**src/rtl/shot_clock_pkg.sv**
```systemverilog
// Shared state encoding and reload digits for the shot clock controller.
package shot_clock_pkg;

  typedef enum logic [2:0] {
    S_INIT    = 3'd0,
    S_LOAD    = 3'd1,
    S_IDLE    = 3'd2,
    S_RUN     = 3'd3,
    S_PAUSED  = 3'd4,
    S_EXPIRED = 3'd5
  } state_t;

  localparam logic [3:0] RELOAD24_T = 4'd2;
  localparam logic [3:0] RELOAD24_O = 4'd4;
  localparam logic [3:0] RELOAD14_T = 4'd1;
  localparam logic [3:0] RELOAD14_O = 4'd4;

endpackage

```
**src/rtl/tick_prescaler.sv**
```systemverilog
// Divides the system clock down to the 1 s count tick; holds its phase while not running.
module tick_prescaler #(
  parameter int CLK_DIV = 50_000_000
) (
  input  logic clk,
  input  logic rst,
  input  logic run,
  input  logic clear,
  output logic tick
);

  localparam int CW = (CLK_DIV > 2) ? $clog2(CLK_DIV) : 1;
  localparam logic [CW-1:0] LAST = CW'(CLK_DIV - 1);

  logic [CW-1:0] cnt;

  always_ff @(posedge clk or posedge rst) begin
    if (rst)
      cnt <= '0;
    else if (clear)
      cnt <= '0;
    else if (run)
      cnt <= (cnt == LAST) ? '0 : cnt + CW'(1);
  end

  assign tick = run && (cnt == LAST);

endmodule

```
**src/rtl/shot_clock_ctrl.sv**
```systemverilog
// Shot clock sequencer: drives load/enable of an external BCD down-counter pair,
// watches its outputs for 00 and runs the buzzer after expiry.
module shot_clock_ctrl
  import shot_clock_pkg::*;
#(
  parameter int CLK_DIV     = 50_000_000,
  parameter int BUZZ_CYCLES = 100_000_000
) (
  input  logic       CP,
  input  logic       CR,
  input  logic       START,
  input  logic       PAUSE,
  input  logic       RST24,
  input  logic       RST14,
  input  logic [3:0] Q_TENS,
  input  logic [3:0] Q_ONES,
  output logic       PE,
  output logic       CEP,
  output logic [3:0] D_TENS,
  output logic [3:0] D_ONES,
  output logic       RUNNING,
  output logic       EXPIRED,
  output logic       BUZZ
);

  localparam int BW = $clog2(BUZZ_CYCLES + 1);

  state_t        state, nxt;
  logic          tgt14, nxt_tgt14;   // 0: reload 24, 1: reload 14
  logic [BW-1:0] buzz_cnt;
  logic          tick;
  logic          q_zero;

  assign q_zero = (Q_TENS == 4'd0) && (Q_ONES == 4'd0);

  tick_prescaler #(.CLK_DIV(CLK_DIV)) u_presc (
    .clk   (CP),
    .rst   (CR),
    .run   (state == S_RUN),
    .clear ((state == S_LOAD) || (state == S_INIT)),
    .tick  (tick)
  );

  always_ff @(posedge CP or posedge CR) begin
    if (CR) begin
      state <= S_INIT;
      tgt14 <= 1'b0;
    end else begin
      state <= nxt;
      tgt14 <= nxt_tgt14;
    end
  end

  always_comb begin
    nxt       = state;
    nxt_tgt14 = tgt14;
    if (state == S_INIT) begin
      nxt = S_LOAD;
    end else if (RST24) begin
      nxt       = S_LOAD;
      nxt_tgt14 = 1'b0;
    end else if (RST14) begin
      nxt       = S_LOAD;
      nxt_tgt14 = 1'b1;
    end else begin
      unique case (state)
        S_LOAD:   nxt = S_IDLE;
        S_IDLE:   if (START) nxt = S_RUN;
        S_RUN:    if (PAUSE) nxt = S_PAUSED;
                  else if (q_zero) nxt = S_EXPIRED;
        S_PAUSED: if (START) nxt = S_RUN;
        default:  nxt = state;
      endcase
    end
  end

  // Counter is loaded on entry to EXPIRED and cleared by any exit from it.
  always_ff @(posedge CP or posedge CR) begin
    if (CR)
      buzz_cnt <= '0;
    else if (nxt != S_EXPIRED)
      buzz_cnt <= '0;
    else if (state != S_EXPIRED)
      buzz_cnt <= BW'(BUZZ_CYCLES);
    else if (buzz_cnt != '0)
      buzz_cnt <= buzz_cnt - BW'(1);
  end

  assign PE      = (state != S_LOAD);
  assign CEP     = tick && !q_zero;
  assign D_TENS  = tgt14 ? RELOAD14_T : RELOAD24_T;
  assign D_ONES  = tgt14 ? RELOAD14_O : RELOAD24_O;
  assign RUNNING = (state == S_RUN);
  assign EXPIRED = (state == S_EXPIRED);
  assign BUZZ    = (buzz_cnt != '0);

endmodule
```
**config.mk**
```make
export PLATFORM = sky130hd
export DESIGN_NAME = shot_clock_ctrl
export DESIGN_NICKNAME = d
export VERILOG_FILES = /design/src/rtl/shot_clock_pkg.sv /design/src/rtl/tick_prescaler.sv /design/src/rtl/shot_clock_ctrl.sv
export SDC_FILE = /design/constraint.sdc
export NUM_CORES = 1
export LEC_CHECK = 0
export BUFFER_PORTS_ARGS = -buffer_cell sky130_fd_sc_hd__buf_2
export CAP_MARGIN = 20
export CORE_ASPECT_RATIO = 0.5
export CORE_MARGIN = 2
export CORE_UTILIZATION = 60
export DETAILED_ROUTE_END_ITERATION = 10
export PLACE_DENSITY = 0.8
export SYNTH_ARGS = -nofsm -noshare
export SYNTH_HDL_FRONTEND = slang
export SYNTH_HIERARCHICAL = 1
export SYNTH_SLANG_ARGS = --single-unit
```
**constraint.sdc**
```tcl
create_clock -name CP -period 2.9 [get_ports CP]
set_input_delay 0.29 -clock CP [delete_from_list [all_inputs] [get_ports CP]]
set_output_delay 0.29 -clock CP [all_outputs]
set_load 0.1 [all_outputs]
```
==> results of run 1 <==
critical path, stage by stage, from the launching register on:
cell	delay, ns
dfrtp_1	0.39
inv_1	0.11
ha_1	0.22
or3b_2	0.46
nor4_2	0.25
and3_2	0.24
inv_2	0.08
buf_2	0.30
cell usage after synthesis, drive strengths merged, types with 2 or more instances:
library cell   n
nor2b          2
and2           3
and4           3
nand4         11
buf           15
o21a           2
or3           18
xnor2         10
nand4b         3
a211oi        11
nor3           7
o211ai         2
dfrtp         57
a21oi         31
and3b          2
nand2         20
or4           12
o21ai         15
inv           15
nor4          10
conb           2
a21boi         4
clkbuf         7
nor2          30
nor3b          2
o31ai         11
ha             2
xor2          13
nand3         13
nand3b         2
and3           5
nand2b         2
cells in the final DEF, fill, tap and decap left out, types with 3 or more instances in the layout:
| cell type | n |
|---|---|
| o31ai_1 | 10 |
| nand3_1 | 13 |
| nor4_1 | 8 |
| xnor2_1 | 10 |
| inv_1 | 14 |
| o21ai_1 | 4 |
| dfrtp_1 | 57 |
| buf_4 | 8 |
| buf_2 | 20 |
| nand2_1 | 19 |
| clkbuf_8 | 11 |
| a21oi_1 | 31 |
| conb_1 | 6 |
| nor2_1 | 29 |
| nand4b_1 | 3 |
| and2_1 | 3 |
| a211oi_1 | 11 |
| nor3_1 | 6 |
| and3_1 | 4 |
| or3_1 | 18 |
| o21ai_0 | 11 |
| or4_1 | 10 |
| nand4_1 | 8 |
| xor2_1 | 13 |
logic make-up after synthesis:
family                   Yosys count  share of synthesized area [%]
flip-flops                        57                           43.2
XOR/XNOR                          23                           6.10
adder cells (fa/ha/maj)            2                          0.758
AND/OR/NAND/NOR                  150                           28.4
other                              2                          0.228
buffers and inverters             37                           6.03
multiplexers                       1                          0.303
AO/OA/AOI/OAI                     80                           15.0
final cells by class:
class	instances	area share [%]
Clock inverter	3	1.09
Clock buffer	12	4.23
Timing Repair Buffer	30	5.39
Multi-Input combinational cell	262	46.4
Inverter	15	1.53
Tap cell	73	2.49
Sequential cell	57	38.9
through the flow:
step	utilization (%)	setup WS [ns]	cells	power (mW)	hold WS, ns
detailed placement	63.7	0.585	435	1.07	0.402
finish	68.0	0.213	452	1.81	0.122
global placement	63.7	0.657	435	1.06	0.394
CTS	67.3	0.203	450	1.82	0.0275
floorplan	-	0.0720	356	1.04	0.330
global route	68.0	0.0381	452	1.87	0.127
state kept, by name (all words and copies together) (netlist names):
| register | count |
|---|---|
| tgt14 | 1 |
| buzz_cnt | 27 |
| u_presc/cnt | 26 |
| state | 3 |
power breakdown:
group	leakage [nW]	internal (mW)	switching (mW)
Combinational	0.798	0.0602	0.190
Sequential	0.790	0.802	0.00996
Clock	0.102	0.436	0.313
Total	1.69	1.30	0.513
worst paths after layout:
path	start	to	slack, ns
worst max register to register	state[0]	u_presc/cnt[22]	0.50
max in group asynchronous	CR	u_presc/cnt[7]	1.95
worst min register to register	buzz_cnt[26]	buzz_cnt[26]	0.54
worst min-delay path	RST24	tgt14	0.12
min in group asynchronous	CR	u_presc/cnt[24]	0.52
worst max-delay path	buzz_cnt[0]	BUZZ	0.21
routing by layer:
| layer | track usage (%) | vias up |
|---|---|---|
| li1 | - | 1329 |
| met1 | 30.8 | 1324 |
| met2 | 42.4 | 48 |
| met3 | 7.67 | 9 |
| met4 | 8.06 | 0 |
| met5 | 0 | - |
==> results.py, run 1 <==
metrics = {
    "cts": {
        "postCtsHoldBufs": 0,
        "cts_max_path_buffers": 2,
        "cts.clk_slew.worst_paths_ns": 0.07,
        "insertion_delay_ns": 0.34,
        "cts_resized": 0,
        "htreeDepth": 3,
        "post-cts-setup-buffer-count": 0,
        "cts-root-buf": "clkbuf_8",
        "cts.sinks": 57,
        "cts_tree": "yes",
        "numCtsBuffers": 9,
    },
    "sta": {
        "max_freq_mhz": 372,
        "hold_viol": 0,
        "maxSlewViolCount": 0,
        "max_slew_margin_pct": 59.5,
        "post-route-min-period_ns": 2.69,
        "tns_ns": 0,
        "skew_ns": 0.00776,
        "rsz0062_at_grt": "no",
        "finalSetupViolCount": 0,
        "worst_pin_slew_ns": 0.602,
        "finalCritPeriodShare_pct": 92.7,
    },
    "finish": {
        "antennaDiodeCount": 0,
        "regArea_um2": 1430,
        "drive_gt1_share_pct": 16.1,
        "multiInputGateArea_um2": 1700,
        "final_area_um2": 3670,
        "syn_to_final_growth_pct": 11.1,
        "nFillCells": 424,
        "layout.nets": 391,
    },
    "critical_path": {
        "cp-start-kind": "register",
        "r2r_cells": 7,
        "cp.arrival_ns": 2.40,
        "critPathKind": "register to primary output",
        "crit_path_end_kind": "primary output",
        "worstPathMaxFanout": 7,
        "crit_required_ns": 2.61,
    },
    "synth": {
        "async_flop_share_pct": 100,
        "synth_area_leader_cell": "dfrtp_1",
        "synth_area_um2": 3300,
        "ys_types": 58,
        "synthCells": 352,
        "synth_edf_count": 0,
        "yosys_warnings": 6,
        "ys_ff_latch": 57,
        "yosys-top-cells-area": "dfrtp_1, a21oi_1, xor2_1, or3_1, nor2_1",
        "synth.top_cell.area_share_pct": 43.2,
        "seq_area_frac_synth_pct": 43.2,
        "yosys_most_used_dff": "dfrtp_1",
        "synth_area_per_cell_um2": 9.38,
    },
    "floorplanning": {
        "core_um2": 5400,
        "ios": 27,
        "start_util_pct": 61.2,
        "die_area_um2": 6150,
        "core.rowCount": 19,
        "die_h_um": 56.4,
        "die_w_um": 109,
    },
    "drt": {
        "vias": 2710,
        "met2_length_um": 3360,
        "wl_met1_um": 3090,
        "drc": 0,
        "wirelength_um": 6810,
        "first_iter_violations": 148,
        "first_pass_iters": 5,
        "via_per_inst": 6.00,
        "routedWlPerCell_um": 15.1,
        "wl_met3_um": 286,
        "final_antenna_net_count": 0,
        "route.top_layer_used": "met4",
    },
    "global_routing": {
        "grt_first_pass_wirelength_um": 11900,
        "grt_max_degree": 32,
        "first_global_vias": 2675,
        "antenna_found_initial": 0,
        "grtUsageTotal_pct": 25.1,
        "grt.overflow.total": 0,
    },
    "worst_hold_path": {
        "hold_class": "primary input to register",
        "hold_depth": 2,
    },
    "power": {
        "max-vdd-ir-drop_mv": 0.345,
        "p_per_area_nw_per_um2": 494,
        "power.leakage_nw": 1.69,
    },
    "place": {
        "placed_area_um2": 3440,
        "hpwl_um": 4600,
        "routabilityCongestion": 0.886,
        "port_buffers": 20,
    },
    "job": {
        "max-cap-violations": 0,
    },
    "outcome": {
        "status": "finished clean",
    },
}
(Power assumes the default switching activity.)
==> inputs of run 2 (changes only) <==
--- a/config.mk
+++ b/config.mk
@@ -5,13 +5,13 @@
 export SDC_FILE = /design/constraint.sdc
 export NUM_CORES = 1
 export LEC_CHECK = 0
+export ABC_AREA = 1
 export BUFFER_PORTS_ARGS = -buffer_cell sky130_fd_sc_hd__buf_2
 export CAP_MARGIN = 20
 export CORE_ASPECT_RATIO = 0.5
-export CORE_MARGIN = 2
 export CORE_UTILIZATION = 60
 export DETAILED_ROUTE_END_ITERATION = 10
-export PLACE_DENSITY = 0.8
+export PLACE_DENSITY = 0.79
 export SYNTH_ARGS = -nofsm -noshare
 export SYNTH_HDL_FRONTEND = slang
 export SYNTH_HIERARCHICAL = 1
==> constraint.sdc (replaced) <==
create_clock -name CP -period 3.43 [get_ports CP]
set_input_delay 0.343 -clock CP [delete_from_list [all_inputs] [get_ports CP]]
set_output_delay 0.343 -clock CP [all_outputs]
set_load 0.1 [all_outputs]
==> run 2 against run 1 <==
Against the previous run: final cell count grew 38%; count of clock-buffer cells in the layout fell by 3; non-clock buffer count decreased by 7; register-to-register slack better by 0.94 ns; synthesized area grew 12%; sequential share of layout area shrank 4.6 points; worst setup slack gained 0.83 ns; sequential cell count did not move; clock power increased by 30%; clock skew shrank 0.0036 ns; synthesized cell count is 48% higher.
==> results.py, run 2 <==
metrics = {
    "power": {
        "total_power_mw": 2.09,
        "p_per_area_nw_per_um2": 503,
        "max-vdd-ir-drop_mv": 0.392,
        "power.leakage_nw": 2.11,
    },
    "finish": {
        "nFillCells": 470,
        "layout.nets": 560,
        "largest-register": "buzz_cnt",
        "reg_top3": "buzz_cnt (27), u_presc/cnt (26), state (3)",
        "largest_reg_flops": 27,
        "layout_common_cells": "nor2_1, nand2_1, inv_1, dfrtp_1, nand3_1",
        "drive_gt1_share_pct": 15.1,
        "final_common_cell": "nor2_1",
        "syn_to_final_growth_pct": 12.1,
        "final_area_um2": 4160,
        "antennaDiodeCount": 0,
    },
    "global_routing": {
        "antenna_found_initial": 0,
        "grt_first_pass_wirelength_um": 13700,
        "grt_max_degree": 32,
        "grt.overflow.total": 0,
        "grt.met3_usage_pct": 8.50,
        "first_global_vias": 3095,
        "grtUsageMet1_pct": 37.1,
        "grt_most_used_layer": "met2",
        "grt_use_met2_pct": 42.8,
        "grtUsageTotal_pct": 27.4,
    },
    "sta": {
        "max_freq_mhz": 419,
        "tns_ns": 0,
        "skew_ns": 0.00411,
        "finalSetupViolCount": 0,
        "finalCritPeriodShare_pct": 69.6,
        "post-route-min-period_ns": 2.39,
        "maxSlewViolCount": 0,
        "rsz0062_at_grt": "no",
        "hold_viol": 0,
    },
    "drt": {
        "via_per_inst": 5.22,
        "first_iter_violations": 222,
        "first_pass_iters": 5,
        "wirelength_um": 7700,
        "vias": 3248,
        "final_antenna_net_count": 0,
        "routedWlPerCell_um": 12.4,
        "drc": 0,
    },
    "synth": {
        "synth_area_per_cell_um2": 7.12,
        "synth_top_family_by_area": "simple AND/OR/NAND/NOR gates",
        "synth_area_um2": 3710,
        "yosys_warnings": 6,
        "synth_compound_area_share_pct": 5.70,
        "synth_edf_count": 0,
        "synth_mux_area_share_pct": 0,
        "synthSimpleGateAreaFrac_pct": 40.2,
        "yosysMostFrequentCell": "nor2_1",
        "seq_area_frac_synth_pct": 38.5,
        "synth_area_leader_cell": "dfrtp_1",
        "netlist_top_cells_count": "nor2_1, nand2_1, dfrtp_1, inv_1, nand3_1",
        "async_flop_share_pct": 100,
        "ys_ff_latch": 57,
        "yosys_most_used_dff": "dfrtp_1",
        "synth-xor-area-share_pct": 5.20,
        "synth.top_cell.area_share_pct": 38.5,
        "synthCells": 521,
        "ys_types": 35,
        "yosys-top-cells-area": "dfrtp_1, nor2_1, nand2_1, inv_1, nand3_1",
        "yosys.area_share.adder_pct": 0.675,
    },
    "cts": {
        "htreeDepth": 3,
        "cts_resized": 0,
        "cts_max_path_buffers": 2,
        "cts.sinks": 57,
        "postCtsHoldBufs": 0,
        "post-cts-setup-buffer-count": 0,
        "cts_tree": "yes",
        "cts-root-buf": "clkbuf_16",
        "numCtsBuffers": 9,
        "cts.clk_slew.worst_paths_ns": 0.05,
        "insertion_delay_ns": 0.33,
    },
    "floorplanning": {
        "core_um2": 5710,
        "ios": 27,
        "start_util_pct": 65.0,
        "die_h_um": 57.6,
        "die_w_um": 113,
        "core.rowCount": 19,
        "die_area_um2": 6520,
    },
    "critical_path": {
        "worstPathCellList": "ha_1 -> nand2_1 -> nand3b_1 -> nor2_1 -> nand2_1 -> nor2_1 -> o21a_1 -> buf_2",
        "slowest_delay_ns": 0.41,
        "worstPathMaxFanout": 3,
        "crit_buf_inv": 1,
        "cp.arrival_ns": 2.04,
        "crit_path_end_kind": "primary output",
        "critPathSlowestCell": "buf_2",
        "critPathTopFamily": "simple AND/OR/NAND/NOR gates",
        "worstReg2RegStart": "buzz_cnt[0]",
        "r2r_slack_ns": 1.44,
        "crit_required_ns": 3.09,
        "r2r_cells": 9,
        "cp-start-kind": "register",
        "regToRegEndpoint": "buzz_cnt[3]",
        "critPathKind": "register to primary output",
    },
    "place": {
        "routabilityCongestion": 0.951,
        "port_buffers": 20,
        "placed_area_um2": 3810,
        "hpwl_um": 5470,
    },
    "worst_hold_path": {
        "hold_class": "primary input to async pin",
    },
    "job": {
        "max-cap-violations": 0,
    },
    "outcome": {
        "status": "finished clean",
    },
}
run 2: cell types whose count changed in the layout (fill, tap and decap cells not counted), sizes merged, moves of 7 or more:
cell,delta
a211oi,-11
a21oi,-18
inv,+45
nand2,+102
nand3,+28
nor2,+107
nor4,-10
o211ai,+8
o21ai,-7
o31ai,-11
or3,-18
or4,-12
run 2: worst reg2reg max path: stages (launching register included):
cell	delay, ns
dfrtp_1	0.37
inv_1	0.10
ha_1	0.23
nand2_2	0.10
nor2_4	0.22
nand4_4	0.36
inv_1	0.24
nor2_1	0.07
xnor2_1	0.13
nor2_1	0.05
run 2: where the power goes:
part | switching (mW) | internal, mW
Clock | 0.332 | 0.641
Sequential | 0.0108 | 0.684
Combinational | 0.317 | 0.106
run 2: cells by family after synthesis:
kind of cell,after synthesis
simple gates,328
buf+inv,75
flops,57
compound gates,35
xor+xnor,22
fa+ha+maj,2
other cells,2
run 2: final cells by class:
type,count,area [µm²],share of cell area [%]
well taps,73,91.3,2.20
clock buffers,9,225,5.42
inverters,60,238,5.72
flip-flops and latches,57,1430,34.3
multi-input cells,393,1940,46.8
clock inverters,7,103,2.47
repair buffers,23,130,3.13
run 2: how the worst max path moves through the flow:
stage / end / slack [ns] / cells after the start / from
global route: CEP / 0.88 / 8 / u_presc/cnt[1]
global placement: CEP / 1.45 / 8 / u_presc/cnt[0]
detailed placement: BUZZ / 1.41 / 8 / buzz_cnt[0]
CTS: CEP / 1.03 / 8 / u_presc/cnt[0]
floorplan: CEP / 0.62 / 6 / state[2]
finish: CEP / 1.04 / 8 / u_presc/cnt[0]
run 2: per-layer routing:
layer  part of all wire, %  wire (µm)
met4                  0.77         59
met2                    45       3430
met5                     0          0
met3                   7.2        553
met1                    48       3660
run 2: stage by stage:
stage | util (%) | cells | hold slack (ns) | setup slack (ns)
2_1_floorplan | - | 525 | 0.383 | 0.619
3_3_place_gp | 66.9 | 605 | 0.455 | 1.45
3_5_place_dp | 66.9 | 605 | 0.463 | 1.41
4_1_cts | 72.6 | 621 | 0.113 | 1.03
5_1_grt | 72.9 | 622 | 0.0661 | 0.876
6_report | 72.9 | 622 | 0.0386 | 1.04
==> inputs of run 3 (changes only) <==
==> constraint.sdc (replaced) <==
create_clock -name CP -period 2.3 [get_ports CP]
set_input_delay 0.23 -clock CP [delete_from_list [all_inputs] [get_ports CP]]
set_output_delay 0.23 -clock CP [all_outputs]
set_load 0.1 [all_outputs]
==> run 3 against run 2 <==
Against the previous run: non-clock buffer count up 3; highest routed layer unchanged; first-iteration DRC count down 2.3%; largest power group unchanged; worst hold slack better by 0.050 ns; clock power up 26%; sequential power up 50%; via count up 0.77%; clock skew up 0.0024 ns.
==> results.py, run 3 (synthesized netlist as in run 2, its figures left out) <==
metrics = {
    "outcome": {
        "status": "finished clean",
    },
    "power": {
        "p_per_area_nw_per_um2": 701,
        "max-vdd-ir-drop_mv": 0.552,
        "total_power_mw": 2.91,
        "power.leakage_nw": 2.09,
    },
    "worst_hold_path": {
        "min-delay-start": "RST24",
        "hold_class": "primary input to register",
    },
    "drt": {
        "vias": 3273,
        "wirelength_um": 7830,
        "via_per_inst": 5.24,
        "drc": 0,
        "first_pass_iters": 4,
        "routedWlPerCell_um": 12.5,
        "final_antenna_net_count": 0,
        "first_iter_violations": 217,
    },
    "place": {
        "routabilityCongestion": 0.890,
        "hpwl_um": 5660,
        "port_buffers": 20,
        "placed_area_um2": 3860,
    },
    "sta": {
        "finalSetupViolCount": 0,
        "max_freq_mhz": 469,
        "rsz0062_at_grt": "no",
        "tns_ns": 0,
        "post-route-min-period_ns": 2.13,
        "hold_ws_ns": 0.0884,
        "maxSlewViolCount": 0,
        "hold_viol": 0,
        "skew_ns": 0.00648,
        "finalCritPeriodShare_pct": 92.6,
    },
    "job": {
        "max-cap-violations": 0,
    },
    "finish": {
        "reg_top3": "buzz_cnt (27), u_presc/cnt (26), state (3)",
        "largest_reg_flops": 27,
        "syn_to_final_growth_pct": 12.0,
        "largest-register": "buzz_cnt",
        "drive_gt1_share_pct": 16.1,
        "final_common_cell": "nor2_1",
        "nFillCells": 470,
        "utilization_pct": 72.8,
        "layout.nets": 563,
        "antennaDiodeCount": 0,
        "layout_common_cells": "nor2_1, nand2_1, dfrtp_1",
        "final_area_um2": 4150,
    },
    "global_routing": {
        "grt_first_pass_wirelength_um": 13700,
        "grt.overflow.total": 0,
        "first_global_vias": 3096,
        "antenna_found_initial": 0,
        "grt_max_degree": 32,
        "grtUsageTotal_pct": 27.5,
    },
    "cts": {
        "post-cts-setup-buffer-count": 0,
        "numCtsBuffers": 9,
        "htreeDepth": 3,
        "cts-root-buf": "clkbuf_16",
        "insertion_delay_ns": 0.33,
        "cts_max_path_buffers": 2,
        "cts_tree": "yes",
        "cts.clk_slew.worst_paths_ns": 0.05,
        "cts.sinks": 57,
    },
    "floorplanning": {
        "die_w_um": 113,
        "core_um2": 5710,
        "die_area_um2": 6520,
        "die_h_um": 57.6,
        "ios": 27,
        "start_util_pct": 65.0,
        "core.rowCount": 19,
    },
    "critical_path": {
        "crit_required_ns": 2.07,
        "crit_path_end_kind": "primary output",
        "critPathKind": "register to primary output",
        "critPathLaunch": "u_presc/cnt[1]",
        "worstReg2RegStart": "state[2]",
        "cp-start-kind": "register",
        "cp.arrival_ns": 1.90,
        "worstPathMaxFanout": 3,
    },
}
## run 3: layout make-up
cell class | instances | area [µm²] | share of cell area, %
Clock buffer | 9 | 225 | 5.42
Clock inverter | 7 | 56.3 | 1.36
Inverter | 60 | 238 | 5.72
Multi-Input combinational cell | 393 | 1960 | 47.3
Timing Repair Buffer | 26 | 153 | 3.68
Tap cell | 73 | 91.3 | 2.20
Sequential cell | 57 | 1430 | 34.3
## run 3: power breakdown
group	internal (mW)	switching, mW	leakage [nW]	total (mW)
Sequential	1.02	0.0158	0.788	1.04
Combinational	0.165	0.481	1.18	0.646
Clock	0.733	0.496	0.124	1.23
Total	1.92	0.992	2.09	2.91
## run 3: critical path, cell delays in order, from the launching register on
cell and delay, ns:
dfrtp_1 0.38, ha_1 0.18, nand2_1 0.10, nand3b_1 0.16
nor2_1 0.09, nand2_1 0.10, nor2_1 0.10, o21a_2 0.13
clkbuf_4 0.31
## run 3: path summary, 6_finish.rpt
| check | depth (start not counted) | slack, ns | end |
|---|---|---|---|
| hold / removal | 2 | 0.09 | tgt14 |
| max in group asynchronous | 4 | 1.46 | tgt14 |
| setup reg to reg | 9 | 0.38 | buzz_cnt[1] |
| min in group asynchronous | 4 | 0.51 | u_presc/cnt[10] |
| setup / recovery | 8 | 0.17 | CEP |
| hold reg to reg | 2 | 0.53 | u_presc/cnt[0] |
## run 3: per-stage QoR
stage / cells / worst slack (ns)
CTS: 625 / 0.0579
detailed placement: 608 / 0.378
floorplan: 525 / -0.347
finish: 625 / 0.170
global route: 625 / 0.0394
global placement: 608 / 0.444
## run 3: repair_timing
item,in CTS,in global routing
hold buffers,1,0
setup endpoints to repair,0,2
resized for setup,0,3
hold endpoints to repair,26,0
## run 3: metal layers
| layer | part of all wire [%] | vias to the layer above | GRT usage (%) | wire length [µm] |
|---|---|---|---|---|
| li1 | - | 1691 | - | - |
| met1 | 48 | 1502 | 34.8 | 3780 |
| met2 | 46 | 70 | 45.6 | 3610 |
| met3 | 4.2 | 10 | 7.97 | 331 |
| met4 | 1.4 | 0 | 10.2 | 110 |
| met5 | 0 | - | 0 | 0 |
